## src/rtl/div_datapath_if.sv

```systemverilog
// Operand/control bundle between the divider control unit and the datapath,
// plus the registered result bundle returned to the consumer.
interface div_datapath_if;
  logic [31:0] Dividend;
  logic [31:0] Divisor;
  logic        W_ctrl;
  logic        SLL_ctrl;
  logic        subu_ctrl;
  logic        SRL_ctrl;
  logic        Ready;
  logic [31:0] Quotient;
  logic [31:0] Remainder;
  logic        DivZero;
  logic        Valid;

  modport master (
    output Dividend, Divisor, W_ctrl, SLL_ctrl, subu_ctrl, SRL_ctrl, Ready,
    input  Quotient, Remainder, DivZero, Valid
  );

  modport slave (
    input  Dividend, Divisor, W_ctrl, SLL_ctrl, subu_ctrl, SRL_ctrl, Ready,
    output Quotient, Remainder, DivZero, Valid
  );
endinterface

```

## src/rtl/div_datapath.sv

```systemverilog
// Restoring-division datapath: 65-bit remainder/quotient shift register,
// divisor register and result capture on the rising edge of Ready.
module div_datapath (
  input logic           clk,
  input logic           Reset,
  div_datapath_if.slave bus
);

  logic [64:0] rem_q, rem_d;
  logic [31:0] div_q, div_d;
  logic [31:0] divd_copy_q, divd_copy_d;
  logic        ready_dly_q;
  logic [31:0] quot_q, quot_d;
  logic [31:0] rmd_q, rmd_d;
  logic        divzero_q, divzero_d;
  logic        valid_q, valid_d;

  // Partial remainder is 33 bits wide so divisors >= 2^31 keep their MSB;
  // only the low 32 bits of a successful difference survive the shift.
  logic        borrow;
  logic [31:0] diff_lo;
  logic        capture;

  assign borrow  = rem_q[64:32] < {1'b0, div_q};
  assign diff_lo = rem_q[63:32] - div_q;
  assign capture = bus.Ready && !ready_dly_q;

  // Next state of the operand registers: load, final right shift, or one step
  always_comb begin
    rem_d       = rem_q;
    div_d       = div_q;
    divd_copy_d = divd_copy_q;
    if (bus.W_ctrl) begin
      rem_d       = {33'b0, bus.Dividend};
      div_d       = bus.Divisor;
      divd_copy_d = bus.Dividend;
    end else if (bus.SRL_ctrl) begin
      rem_d = {1'b0, rem_q[64:33], rem_q[31:0]};
    end else if (bus.SLL_ctrl) begin
      if (bus.subu_ctrl && !borrow) begin
        rem_d = {diff_lo, rem_q[31:0], 1'b1};
      end else begin
        rem_d = {rem_q[63:0], 1'b0};
      end
    end
  end

  // Result capture on the first cycle Ready is seen high; Valid is a pulse
  always_comb begin
    quot_d    = quot_q;
    rmd_d     = rmd_q;
    divzero_d = divzero_q;
    valid_d   = 1'b0;
    if (capture) begin
      valid_d = 1'b1;
      if (div_q != 32'd0) begin
        quot_d    = rem_q[31:0];
        rmd_d     = rem_q[63:32];
        divzero_d = 1'b0;
      end else begin
        quot_d    = 32'hFFFF_FFFF;
        rmd_d     = divd_copy_q;
        divzero_d = 1'b1;
      end
    end
  end

  // State registers with asynchronous active-high reset
  always_ff @(posedge clk or posedge Reset) begin
    if (Reset) begin
      rem_q       <= '0;
      div_q       <= '0;
      divd_copy_q <= '0;
      ready_dly_q <= 1'b0;
      quot_q      <= '0;
      rmd_q       <= '0;
      divzero_q   <= 1'b0;
      valid_q     <= 1'b0;
    end else begin
      rem_q       <= rem_d;
      div_q       <= div_d;
      divd_copy_q <= divd_copy_d;
      ready_dly_q <= bus.Ready;
      quot_q      <= quot_d;
      rmd_q       <= rmd_d;
      divzero_q   <= divzero_d;
      valid_q     <= valid_d;
    end
  end

  assign bus.Quotient  = quot_q;
  assign bus.Remainder = rmd_q;
  assign bus.DivZero   = divzero_q;
  assign bus.Valid     = valid_q;

endmodule
```

## src/flat_wrapper.sv

```systemverilog
// flat-port wrapper written by rule: the top's interface ports become plain ports
module div_datapath_flat 
  (clk, Reset, bus_Dividend, bus_Divisor, bus_W_ctrl, bus_SLL_ctrl, bus_subu_ctrl, bus_SRL_ctrl, bus_Ready, bus_Quotient, bus_Remainder, bus_DivZero, bus_Valid);
  div_datapath_if bus_i ();
  input logic clk;
  input logic Reset;
  input wire logic [$bits(bus_i.Dividend)-1:0] bus_Dividend;
  input wire logic [$bits(bus_i.Divisor)-1:0] bus_Divisor;
  input wire logic [$bits(bus_i.W_ctrl)-1:0] bus_W_ctrl;
  input wire logic [$bits(bus_i.SLL_ctrl)-1:0] bus_SLL_ctrl;
  input wire logic [$bits(bus_i.subu_ctrl)-1:0] bus_subu_ctrl;
  input wire logic [$bits(bus_i.SRL_ctrl)-1:0] bus_SRL_ctrl;
  input wire logic [$bits(bus_i.Ready)-1:0] bus_Ready;
  output wire logic [$bits(bus_i.Quotient)-1:0] bus_Quotient;
  output wire logic [$bits(bus_i.Remainder)-1:0] bus_Remainder;
  output wire logic [$bits(bus_i.DivZero)-1:0] bus_DivZero;
  output wire logic [$bits(bus_i.Valid)-1:0] bus_Valid;
  assign bus_i.Dividend = bus_Dividend;
  assign bus_i.Divisor = bus_Divisor;
  assign bus_i.W_ctrl = bus_W_ctrl;
  assign bus_i.SLL_ctrl = bus_SLL_ctrl;
  assign bus_i.subu_ctrl = bus_subu_ctrl;
  assign bus_i.SRL_ctrl = bus_SRL_ctrl;
  assign bus_i.Ready = bus_Ready;
  assign bus_Quotient = bus_i.Quotient;
  assign bus_Remainder = bus_i.Remainder;
  assign bus_DivZero = bus_i.DivZero;
  assign bus_Valid = bus_i.Valid;
  div_datapath u_core (.clk(clk), .Reset(Reset), .bus(bus_i));
endmodule
```

## config.mk

```make
export PLATFORM = sky130hd
export DESIGN_NAME = div_datapath_flat
export DESIGN_NICKNAME = d
export VERILOG_FILES = /design/src/rtl/div_datapath_if.sv /design/src/rtl/div_datapath.sv /design/src/flat_wrapper.sv
export SDC_FILE = /design/constraint.sdc
export NUM_CORES = 1
export LEC_CHECK = 0
export ABC_AREA = 0
export CAP_MARGIN = 30
export CORE_UTILIZATION = 52
export CTS_BUF_LIST = sky130_fd_sc_hd__clkbuf_8
export CTS_CLUSTER_SIZE = 20
export DETAILED_ROUTE_END_ITERATION = 8
export PLACE_DENSITY = 0.79
export REMOVE_ABC_BUFFERS = 1
export SLEW_MARGIN = 15
export SYNTH_ARGS = -nofsm -noshare
export SYNTH_HDL_FRONTEND = slang
export SYNTH_SLANG_ARGS = --single-unit
```

## constraint.sdc

```tcl
create_clock -name clk -period 7.4 [get_ports clk]
set_input_delay 2.22 -clock clk [delete_from_list [all_inputs] [get_ports clk]]
set_output_delay 2.22 -clock clk [all_outputs]
set_load 0.01 [all_outputs]
```

### After elaboration in Yosys (flattened, before gate mapping)

Cells that the tools add are included.

* bits in registers: 196
* bits of input ports: 71
* output and inout port bits: 66
* logic and storage cells: 28

* add/sub/neg operators: 1
* $lt $le $gt $ge: 1
* equality and inequality tests: 1
* multiplexer cells: 8
* reduce and logical (&&, ||, !) cells: 8

Operator list (number)
* $mux 65: 4
* $mux 32: 2
* $lt 33x32->1: 1
* $reduce_bool 32->1: 1
* $sub 32x32->32: 1
* $reduce_bool 3->1: 1
* $logic_and 1x1->1: 2
* $logic_not 1->1: 2
* $mux 1: 2
* $ne 2x2->1 const B: 1
* $reduce_and 2->1: 1
* $reduce_bool 2->1: 1

### Depth between registers and ports, before layout

Gate-level depths: netlist of run 1.

* depth after elaboration: 7
* mapped depth: 13
* depth with buffers taken out: 12

### Worst setup path before layout of run 1

No wires, ideal clock.

* path kind: input-to-reg
* from: input bus_subu_ctrl
* to: register u_core.rem_q[37]
* setup time: 78 ps
* arrival: 3641 ps
* data required time: 7322 ps
* setup slack: 3681 ps
* stages: 7
* buffers on the path: 1
* cell sequence: nand2_1 nor4_1 a21o_1 buf_2 nand2_1 a311o_1 a21oi_1

* word-level cells in the longest chain between the ends: 5

RTL lines
* start: declaration: line flat_wrapper.sv:11 `input wire logic [$bits(bus_i.subu_ctrl)-1:0] bus_subu_ctrl;`
* $logic_and 1x1->1: line div_datapath.sv:40 `if (bus.subu_ctrl && !borrow) begin`
* $mux 65: line div_datapath.sv:40
* $mux 65: line div_datapath.sv:39 `end else if (bus.SLL_ctrl) begin`
* $mux 65: line div_datapath.sv:37 `end else if (bus.SRL_ctrl) begin`
* $mux 65: line div_datapath.sv:33 `if (bus.W_ctrl) begin`
* end signal: assignment: line div_datapath.sv:80 `rem_q <= rem_d;`
* end: declaration: line div_datapath.sv:9 `logic [64:0] rem_q, rem_d;`

No other way between the ends. The select of a mux whose other input is x is not followed.
A chain may end at the register's enable or synchronous reset.

### Worst setup path after layout of run 1

* from: input bus_subu_ctrl
* to: register u_core.rem_q[36]

The elaborated chain is that of the path after synthesis.

==> results.ini, run 1 <==
[sta]
final.period_utilization_pct=57.5
max_clock_freq_mhz=235
slew_headroom_pct=37.1
clock-skew-final_ns=0.0147
hold_ws_ns=0.469
tightestPinTransition_ns=0.943
slew_violations=0
fin_crit_ns=4.25
hold_viol_final=0
setup_ws_ns=3.15
setup_viol=0
grt_setup_unrepaired=no

[worst_setup_path]
crit_fanout=39
startpoint=bus_subu_ctrl
r2r_cells=11
worstSetupEndpointType=register
crit_path_start_kind=input pin
max_stage_delay_ns=0.51
crit_family=simple AND/OR/NAND/NOR gates
crit_buf_inv=2
cp_cell_sequence=clkdlybuf4s50_1 > nand2_1 > nor4_1 > a21oi_4 > buf_4 > or3_1 > a311o_1 > a21oi_1
slowest_stage=clkdlybuf4s50_1
critPathArrivalTime_ns=4.64
critical_path_depth=8
reg2reg_slack_ns=3.91
cp_data_required_time_ns=7.78
rr_endpoint=u_core.rem_q[36]$_DFFE_PP0P_
regToRegStartpoint=u_core.rem_q[58]$_DFFE_PP0P_
crit_type=input pin to register
critPathCapture=u_core.rem_q[36]$_DFFE_PP0P_

[placement]
port_buffers=136
place_hpwl_mm=17.7
place_area_sq_mm=0.0119
place_ws_ns=2.51
place_congestion=0.937

[floorplanning]
dieHeight_um=143
ios=137
die_w_um=143
rows=51
fp.dieArea_sq_mm=0.0205
initial_core_util_pct=53.2
core_area_sq_mm=0.0195

[detailed_routing]
wl_per_cell_um=16.7
drc=0
drt_iter0_markers=707
drt-total-wl_mm=25.7
dr_total_vias=8754
drt-pass1-iter-count=6
ant_nets=0
avgViaCountPerCell=5.69

[logic_synthesis]
synth_top_area_share_pct=47.2
synthArstFlopShare_pct=100
yosys-top-cells-area=dfrtp_1 47%, o21ai_0 9.0%, nand2_1 8.4%, mux2i_1 6.6%, ha_1 3.9%
netlist_area_sq_mm=0.0104
synthFlopType=dfrtp_1
synth_cell_type_count=67
yosysTopAreaCell=dfrtp_1
synth_seq_cells=196
synth-edff-count=0
ys_seq_area_share_pct=47.2
synth_cells=1170
ys.warnings.count=0
avgSynthCellArea_sq_um=8.88

[power]
comb_power_share_pct=22.7
clockPowerShare_pct=28.5
p_int_mw=1.78
pwr-share-seq_pct=48.8
p_sw_share_pct=30.6
p_total_mw=2.56
switching_power_mw=0.782
power_leakage_nw=5.64
ir_drop_mv=0.116
power.density_mw_per_mm2=208

[status]
status=finished clean

[finish]
multi_input_area_sq_mm=0.00491
drive_gt1_share_pct=4.87
finish.utilization_pct=63.0
final_nets=1367
finalInstanceArea_sq_mm=0.0123
antenna_cells=0
syn_to_final_growth_pct=18.5
regArea_sq_mm=0.00490
fillerInstances=1733

[clock_network]
cts_tree=done
clkSinkCount=196
clockRootBuffer=clkbuf_8
ctsHtreeMaxLevel=4
cts.reportedPaths.clkPinSlew_ns=0.10
post_cts_resized=0
post_cts.repair.setup_buffers=0
clk_path_buf_depth=2
clkLatencyLatePin_ns=0.46
cts-hold-fix-buffers=0
numCtsBuffers=17

[grt]
grt_overflow_total=0
grt_pass1_wl_mm=42.2
grt_use_total_pct=26.3
antenna_found_initial=0
grt_max_degree=106
grt_pass1_vias=8436

[run]
cap_violations=0

[hold_path]
worst_hold_path_type=register to register

placed cells by master (no fill, tap or decap), types with 6 or more instances in the layout:
| cell | n |
|---|---|
| a21o_1 | 18 |
| o21ai_0 | 186 |
| nor4_1 | 11 |
| nand4_1 | 6 |
| mux2i_1 | 69 |
| inv_1 | 77 |
| nor2_1 | 55 |
| nand2_1 | 233 |
| clkdlybuf4s50_1 | 133 |
| xnor2_1 | 10 |
| and3_1 | 7 |
| nor3_1 | 7 |
| buf_4 | 10 |
| ha_1 | 32 |
| a21oi_1 | 58 |
| dfrtp_1 | 196 |
| nand3_1 | 13 |
| xor2_1 | 7 |
| a211oi_1 | 14 |
| or3_1 | 7 |
| clkbuf_8 | 18 |
| a311o_1 | 13 |
state kept, by name, summed over array words and instances, names as in the netlist:
name	cells
u_core.rem_q	65
u_core.bus.Valid	1
u_core.div_q	32
u_core.bus.Quotient	32
u_core.divd_copy_q	32
u_core.ready_dly_q	1
u_core.bus.Remainder	32
u_core.bus.DivZero	1
layer usage:
metal / part of all wire (%) / GRT usage, %
met4: 1.7 / 6.61
met1: 46 / 36.3
met3: 5.3 / 4.27
met2: 47 / 43.3
met5: 0 / 0
cell usage after synthesis (10+ instances only):
cell and n:
nand2_1 233, ha_1 32, dfrtp_1 196, inv_1 77, a211oi_1 14, o21ai_0 186
nor4_1 11, xnor2_1 10, nand3_1 13, a21o_1 18, mux2i_1 69, clkbuf_1 55
nor2_1 56, a21oi_1 58, a311o_1 13
power groups by stage:
stage / logic [mW] / clock network [mW] / registers, mW
floorplan: 0.323 / 0 / 1.27
global placement: 0.564 / 0 / 1.26
detailed placement: 0.576 / 0 / 1.27
CTS: 0.579 / 0.739 / 1.25
global route: 0.649 / 0.782 / 1.26
finish: 0.581 / 0.729 / 1.25
through the flow:
stage          TNS, ns  std cells
6_report             0       1539
5_1_grt              0       1539
3_5_place_dp         0       1507
4_1_cts              0       1537
3_3_place_gp         0       1507
2_1_floorplan   -31.48       1097
worst min-delay path, delay by kind of cell (launching register included):
family           cells  cell delay [ns]
flip-flops           1             0.35
AND/OR/NAND/NOR      2             0.09
final cells by class:
type | count | share of cell area (%)
clock buffers | 18 | 2.01
clock inverters | 12 | 1.24
inverters | 77 | 2.41
multi-input cells | 824 | 39.9
flip-flops and latches | 196 | 39.9
well taps | 265 | 2.69
repair buffers | 147 | 11.9
worst min path at each step:
stage / from / endpoint / slack, ns / depth (start not counted)
after floorplan: u_core.divd_copy_q[0]$_DFFE_PP0P_ / u_core.divd_copy_q[0]$_DFFE_PP0P_ / 0.50 / 2
after global placement: u_core.bus.Quotient[10]$_DFFE_PP0P_ / u_core.bus.Quotient[10]$_DFFE_PP0P_ / 0.45 / 2
after detailed placement: u_core.bus.Quotient[18]$_DFFE_PP0P_ / u_core.bus.Quotient[18]$_DFFE_PP0P_ / 0.45 / 2
after CTS: u_core.bus.Quotient[10]$_DFFE_PP0P_ / u_core.bus.Quotient[10]$_DFFE_PP0P_ / 0.48 / 2
after global routing: u_core.bus.Quotient[18]$_DFFE_PP0P_ / u_core.bus.Quotient[18]$_DFFE_PP0P_ / 0.50 / 2
final: u_core.bus.Quotient[2]$_DFFE_PP0P_ / u_core.bus.Quotient[2]$_DFFE_PP0P_ / 0.47 / 2
cell families (layout without fill, tap and decap cells):
| kind of cell | count (synthesis) | after routing | share of synthesized area [%] |
|---|---|---|---|
| xor gates and xnor gates | 17 | 17 | 1.43 |
| muxes | 71 | 71 | 6.90 |
| DFF | 196 | 196 | 47.2 |
| and+or+nand+nor | 359 | 359 | 14.6 |
| AOI/OAI and AO/OA | 344 | 344 | 20.2 |
| adders and majority gates | 33 | 33 | 4.05 |
| buffers and inverters | 150 | 254 | 5.66 |
No activity file was read; power rests on OpenSTA's default activity.
==> run 2, diff against run 1 <==
--- a/config.mk
+++ b/config.mk
@@ -7,11 +7,11 @@
 export LEC_CHECK = 0
 export ABC_AREA = 0
 export CAP_MARGIN = 30
-export CORE_UTILIZATION = 52
+export CORE_UTILIZATION = 55
 export CTS_BUF_LIST = sky130_fd_sc_hd__clkbuf_8
 export CTS_CLUSTER_SIZE = 20
 export DETAILED_ROUTE_END_ITERATION = 8
-export PLACE_DENSITY = 0.79
+export PLACE_DENSITY = 0.8
 export REMOVE_ABC_BUFFERS = 1
 export SLEW_MARGIN = 15
 export SYNTH_ARGS = -nofsm -noshare
==> constraint.sdc (replaced) <==
create_clock -name clk -period 4.29 [get_ports clk]
set_input_delay 1.287 -clock clk [delete_from_list [all_inputs] [get_ports clk]]
set_output_delay 1.287 -clock clk [all_outputs]
set_load 0.01 [all_outputs]
==> run 2 against run 1 <==
Net effect: non-clock buffer count up 7; sequential cell count stayed put; highest routed layer unchanged; combinational power increased by 74%; largest cell class unchanged; worst setup slack worse by 2.3 ns; sequential power grew 73%; largest power group unchanged.
==> results.ini, run 2 (synthesis gave the netlist of run 1 again) <==
[status]
status=finished clean

[finish]
syn_to_final_growth_pct=18.1
final_nets=1374  ; +0.51%
largest_reg_flops=65  ; unchanged
layout_commonest_cell=nand2_1
fin_cells=1512  ; -1.8%
mostFrequentLayoutCells=233 x nand2_1, 196 x dfrtp_1, 186 x o21ai_0
largest_register=u_core.rem_q
finalInstanceArea_sq_mm=0.0123  ; -0.34%
fillerInstances=1517  ; -12%
finish.utilization_pct=67.3  ; +4.3 points
drive_gt1_share_pct=5.53  ; +0.67 points
antenna_cells=0  ; unchanged

[placement]
place_hpwl_mm=18.6  ; +5.2%
place_area_sq_mm=0.0119  ; +0.30%
place_inst=1480  ; -1.8%
place_congestion=1.01  ; +7.3%
port_buffers=136  ; unchanged

[grt]
grt_pass1_wl_mm=43.8  ; +3.8%
grt_overflow_total=0  ; unchanged
grt_use_total_pct=28.5  ; +2.2 points
antenna_found_initial=0  ; unchanged
grt_max_degree=94  ; -11%
grt_pass1_vias=8454  ; +0.21%

[worst_setup_path]
max_stage_delay_ns=0.48  ; -0.03 ns
startpoint=u_core.rem_q[38]$_DFFE_PP0P_
worstSetupEndpointType=register
critPathArrivalTime_ns=3.84  ; -0.80 ns
slowest_stage=a221o_1
reg2reg_slack_ns=0.86  ; -3.05 ns
cp_data_required_time_ns=4.70  ; -3.08 ns
path_common_cell=a21oi_1
regToRegStartpoint=u_core.rem_q[38]$_DFFE_PP0P_
rr_endpoint=u_core.rem_q[51]$_DFFE_PP0P_
crit_path_start_kind=register
crit_type=register to register
cp_cell_sequence=ha_1 > a21oi_1 > o21ai_1 > a41oi_2 > o21ai_2 > a221o_1 > a21oi_4 > buf_4 > nand2_1 > a311o_1 > a21oi_1
r2r_cells=11  ; unchanged
crit_fanout=21  ; -46%

[detailed_routing]
drt_iter0_markers=706  ; -0.14%
dr_total_vias=8826  ; +0.82%
wl_per_cell_um=17.5  ; +4.9%
ant_nets=0  ; unchanged
drt-total-wl_mm=26.5  ; +3.0%
avgViaCountPerCell=5.84  ; +2.6%
drc=0  ; unchanged
drt-pass1-iter-count=7  ; +1

[sta]
fin_crit_ns=3.43
setup_viol=0  ; unchanged
grt_setup_unrepaired=no
tightestPinTransition_ns=0.819  ; -0.124 ns
clock-skew-final_ns=0.0179  ; +0.00321 ns
tns_ns=0  ; unchanged
max_clock_freq_mhz=292
hold_viol_final=0  ; unchanged
slew_violations=0  ; unchanged
final.period_utilization_pct=79.9
slew_headroom_pct=45.4  ; +8.3 points

[power]
p_total_mw=4.32  ; +69%
power.density_mw_per_mm2=353  ; +70%
ir_drop_mv=0.214  ; +84%
power_leakage_nw=5.64  ; about the same

[hold_path]
holdPathStages=2  ; unchanged
worst_hold_path_type=register to register
holdCritStartpoint=u_core.bus.Quotient[24]$_DFFE_PP0P_
hold_path_end=u_core.bus.Quotient[24]$_DFFE_PP0P_

[clock_network]
ctsHtreeMaxLevel=4  ; unchanged
cts-hold-fix-buffers=0  ; unchanged
numCtsBuffers=17  ; unchanged
post_cts_resized=0  ; unchanged
clk_path_buf_depth=2  ; unchanged
clkSinkCount=196  ; unchanged
clkLatencyLatePin_ns=0.50  ; +0.04 ns
clockRootBuffer=clkbuf_8
post_cts.repair.setup_buffers=0  ; unchanged
cts.reportedPaths.clkPinSlew_ns=0.11  ; about the same
cts_tree=done

[floorplanning]
ios=137  ; unchanged
rows=49  ; -3.9%
core_area_sq_mm=0.0182  ; -6.7%
die_w_um=139  ; -2.7%
dieHeight_um=139  ; -2.7%
fp.dieArea_sq_mm=0.0194  ; -5.4%
initial_core_util_pct=57.0  ; +3.8 points

[run]
cap_violations=0  ; unchanged

==> run 2: per-layer routing <==
metal  global-route usage, %  routed length [um]  vias to the layer above  share of wire (%)
li1                        -                   -                     4239                  -
met1                    40.5               12000                     4230                 45
met2                    44.3               12100                      308                 46
met3                    4.06                1660                       49                6.3
met4                    11.3                 648                        0                2.4
met5                       0                   0                        -                  0
==> run 2: area by class of cell <==
type                    instances  area (sq um)  area share [%]
repair buffers                154          1500            12.2
multi-input cells             824          4910            40.1
inverters                      77           297            2.42
clock buffers                  18           248            2.02
well taps                     229           287            2.34
clock inverters                14           119           0.969
flip-flops and latches        196          4900            40.0
==> run 2: per-stage QoR <==
step	setup WS (ns)	hold slack (ns)
after floorplan	-2.34	0.497
after global placement	0.793	0.449
after detailed placement	0.724	0.455
after CTS	0.909	0.480
after global routing	0.658	0.500
final	0.861	0.475
==> run 2: report_power, final <==
part           internal (mW)  switching [mW]  total (mW)  leakage (nW)
sequential              2.02           0.137        2.16          2.49
clock                  0.433           0.720        1.15         0.181
combinational          0.454           0.557        1.01          2.98
==> run 2: worst max-delay path by stage <==
stage                                     end  depth (start not counted)
3_5_place_dp     u_core.rem_q[57]$_DFFE_PP0P_                          8
5_1_grt          u_core.rem_q[51]$_DFFE_PP0P_                         11
3_3_place_gp     u_core.rem_q[57]$_DFFE_PP0P_                          8
2_1_floorplan  u_core.bus.DivZero$_DFFE_PP0P_                          1
4_1_cts          u_core.rem_q[63]$_DFFE_PP0P_                         12
6_report         u_core.rem_q[51]$_DFFE_PP0P_                         11
==> run 2: worst max-delay path, delay by kind of cell (launching register included) <==
kind | cells | cell delay, ns
simple gates | 1 | 0.08
buf+inv | 1 | 0.31
compound gates | 8 | 2.10
flops | 1 | 0.44
fa+ha+maj | 1 | 0.40
==> run 3, diff against run 2 <==
--- a/config.mk
+++ b/config.mk
@@ -7,11 +7,11 @@
 export LEC_CHECK = 0
 export ABC_AREA = 0
 export CAP_MARGIN = 30
-export CORE_UTILIZATION = 55
+export CORE_UTILIZATION = 52
 export CTS_BUF_LIST = sky130_fd_sc_hd__clkbuf_8
 export CTS_CLUSTER_SIZE = 20
 export DETAILED_ROUTE_END_ITERATION = 8
-export PLACE_DENSITY = 0.8
+export PLACE_DENSITY = 0.79
 export REMOVE_ABC_BUFFERS = 1
 export SLEW_MARGIN = 15
 export SYNTH_ARGS = -nofsm -noshare
==> constraint.sdc (replaced) <==
create_clock -name clk -period 2.9 [get_ports clk]
set_input_delay 0.87 -clock clk [delete_from_list [all_inputs] [get_ports clk]]
set_output_delay 0.87 -clock clk [all_outputs]
set_load 0.01 [all_outputs]
==> run 3 against run 2 <==
Net effect: the run now ends with negative setup slack left; wire length rose by 9.2%; global-route usage up 0.22 points; non-clock buffer count is 114 higher; critical endpoint is now u_core.rem_q[63]$_DFFE_PP0P_; largest power group unchanged.
==> results.ini, run 3 (synthesis gave the netlist of run 1 again) <==
[detailed_routing]
drt_iter0_markers=676  ; -4.2%
ant_nets=0  ; unchanged
drc=0  ; unchanged
dr_total_vias=9371  ; +6.2%
avgViaCountPerCell=5.64  ; -3.3%
drt-pass1-iter-count=8  ; +1
wl_per_cell_um=17.4  ; -0.61%
drt-total-wl_mm=28.9  ; +9.2%

[clock_network]
clockRootBuffer=clkbuf_8
numCtsBuffers=17  ; unchanged
ctsHtreeMaxLevel=4  ; unchanged
clkLatencyLatePin_ns=0.48  ; -0.02 ns
cts_tree=done
cts.reportedPaths.clkPinSlew_ns=0.10  ; about the same
clk_path_buf_depth=2  ; unchanged
cts-hold-fix-buffers=0  ; unchanged
clkSinkCount=196  ; unchanged

[power]
power_leakage_nw=6.31  ; +12%
ir_drop_mv=0.311  ; +45%
power.density_mw_per_mm2=511  ; +45%
p_total_mw=7.01  ; +62%

[sta]
final.period_utilization_pct=104  ; +24 points
fin_crit_ns=3.02  ; -0.409 ns
max_clock_freq_mhz=331  ; +14%
setup_viol=3  ; +3
slew_headroom_pct=65.0  ; +20 points
hold_ws_ns=0.470  ; -0.00461 ns
hold_viol_final=0  ; unchanged
grt_setup_unrepaired=yes
tightestPinTransition_ns=0.524  ; -0.295 ns
setup_ws_ns=-0.120  ; -0.981 ns
slew_violations=0  ; unchanged
clock-skew-final_ns=0.0174  ; -0.000517 ns

[grt]
grt_max_degree=140  ; +49%
antenna_found_initial=0  ; unchanged
grt_use_total_pct=28.8  ; +0.22 points
grt_overflow_total=0  ; unchanged
grt_pass1_vias=8941  ; +5.8%
grt_pass1_wl_mm=45.6  ; +4.1%

[finish]
antenna_cells=0  ; unchanged
mostFrequentLayoutCells=233 x nand2_1, 194 x dfrtp_1, 183 x o21ai_0
largest_register=u_core.rem_q
final_nets=1488  ; +8.3%
layout_commonest_cell=nand2_1
fin_cells=1661  ; +9.9%
drive_gt1_share_pct=17.3  ; +12 points
syn_to_final_growth_pct=32.1
largest_reg_flops=65  ; unchanged

[floorplanning]
dieHeight_um=143  ; +2.8%
initial_core_util_pct=53.2  ; -3.8 points
rows=51  ; +4.1%
die_w_um=143  ; +2.8%
core_area_sq_mm=0.0195  ; +7.2%
ios=137  ; unchanged
fp.dieArea_sq_mm=0.0205  ; +5.7%

[hold_path]
worst_hold_path_type=register to register

[worst_setup_path]
crit_type=register to register
max_stage_delay_ns=0.42  ; -0.06 ns
crit_path_start_kind=register
slowest_stage=dfrtp_1
worstSetupEndpointType=register
cp_data_required_time_ns=3.27  ; -1.43 ns
critPathArrivalTime_ns=3.39  ; -0.45 ns
crit_fanout=2  ; -90%
cp_cell_sequence=ha_4 > fa_2 > nor2b_2 > o31a_1 > o2111ai_2 > a211oi_4 > nor3_4 > o31ai_4 > a221oi_2 > mux2_4 > a2111oi_4

[placement]
place_inst=1608  ; +8.6%
port_buffers=136  ; unchanged
place_congestion=0.964  ; -4.1%
place_hpwl_mm=20.1  ; +8.0%

[run]
cap_violations=0  ; unchanged

[status]
violations=negative setup slack
status=finished with violations

## run 3: cell count changes in the layout (fill, tap and decap cells not counted), moves of 4 or more
cell     previous run  this run
buf_4              18       119
ha_1               32        14
ha_4                0        15
inv_2               0         6
inv_1              77        70
buf_6               0         5
a21oi_1            58        50
buf_12              1         8
a21oi_2             0         8
o21ai_2             1         5
## run 3: area by class of cell
| class | count | area [sq um] |
|---|---|---|
| fillers | 1528 | 5810 |
| multi-input cells | 824 | 5280 |
| flip-flops and latches | 196 | 4910 |
| repair buffers | 268 | 2480 |
| well taps | 265 | 332 |
| inverters | 77 | 297 |
| clock buffers | 19 | 262 |
| clock inverters | 12 | 168 |
## run 3: worst paths after layout
check | slack, ns | cells after the start | startpoint | endpoint
setup / recovery | -0.12 | 11 | u_core.div_q[0]$_DFFE_PP0P_ | u_core.rem_q[63]$_DFFE_PP0P_
hold / removal | 0.47 | 2 | u_core.bus.Quotient[2]$_DFFE_PP0P_ | u_core.bus.Quotient[2]$_DFFE_PP0P_
setup reg to reg | -0.12 | 11 | u_core.div_q[0]$_DFFE_PP0P_ | u_core.rem_q[63]$_DFFE_PP0P_
hold reg to reg | 0.47 | 2 | u_core.bus.Quotient[2]$_DFFE_PP0P_ | u_core.bus.Quotient[2]$_DFFE_PP0P_
max in group asynchronous | 1.47 | 3 | Reset | u_core.rem_q[22]$_DFFE_PP0P_
min in group asynchronous | 0.81 | 2 | Reset | u_core.bus.Quotient[16]$_DFFE_PP0P_
## run 3: what timing repair did
item	4_1_cts	5_1_grt
buffers inserted	5	15
hold endpoints to repair	0	0
resized for setup	13	60
endpoints found under the setup margin	9	31
cloned	0	2
pin swaps	14	19
## run 3: through the flow
stage | setup slack [ns] | utilization (%) | instance area (sq um) | setup TNS, ns
2_1_floorplan | -3.31 | - | 10100 | -718.88
3_3_place_gp | -0.219 | 65.1 | 12700 | -0.709
3_5_place_dp | -0.265 | 65.1 | 12700 | -1.16
4_1_cts | -0.0923 | 67.8 | 13200 | -0.113
5_1_grt | -0.190 | 70.2 | 13700 | -1.40
6_report | -0.120 | 70.2 | 13700 | -0.152
## run 3: layer usage
layer | vias to the layer above | share of wire (%) | global-route usage, %
li1 | 4470 | - | -
met4 | 0 | 2.4 | 10.1
met5 | - | 0 | 0
met2 | 309 | 47 | 46.5
met1 | 4543 | 45 | 39.8
met3 | 49 | 5.3 | 3.67
## run 3: where the power goes
part | internal, mW | switching (mW) | total [mW]
clock | 0.914 | 1.03 | 1.94
combinational | 0.921 | 0.971 | 1.89
sequential | 2.99 | 0.181 | 3.17
total | 4.83 | 2.18 | 7.01
## run 3: worst max-delay path, delay by kind of cell (launching register included)
| family | cells | cell delay (ns) |
|---|---|---|
| AO/OA/AOI/OAI | 6 | 1.41 |
| adder cells (fa/ha/maj) | 2 | 0.54 |
| flip-flops | 1 | 0.42 |
| multiplexers | 1 | 0.34 |
| AND/OR/NAND/NOR | 2 | 0.22 |
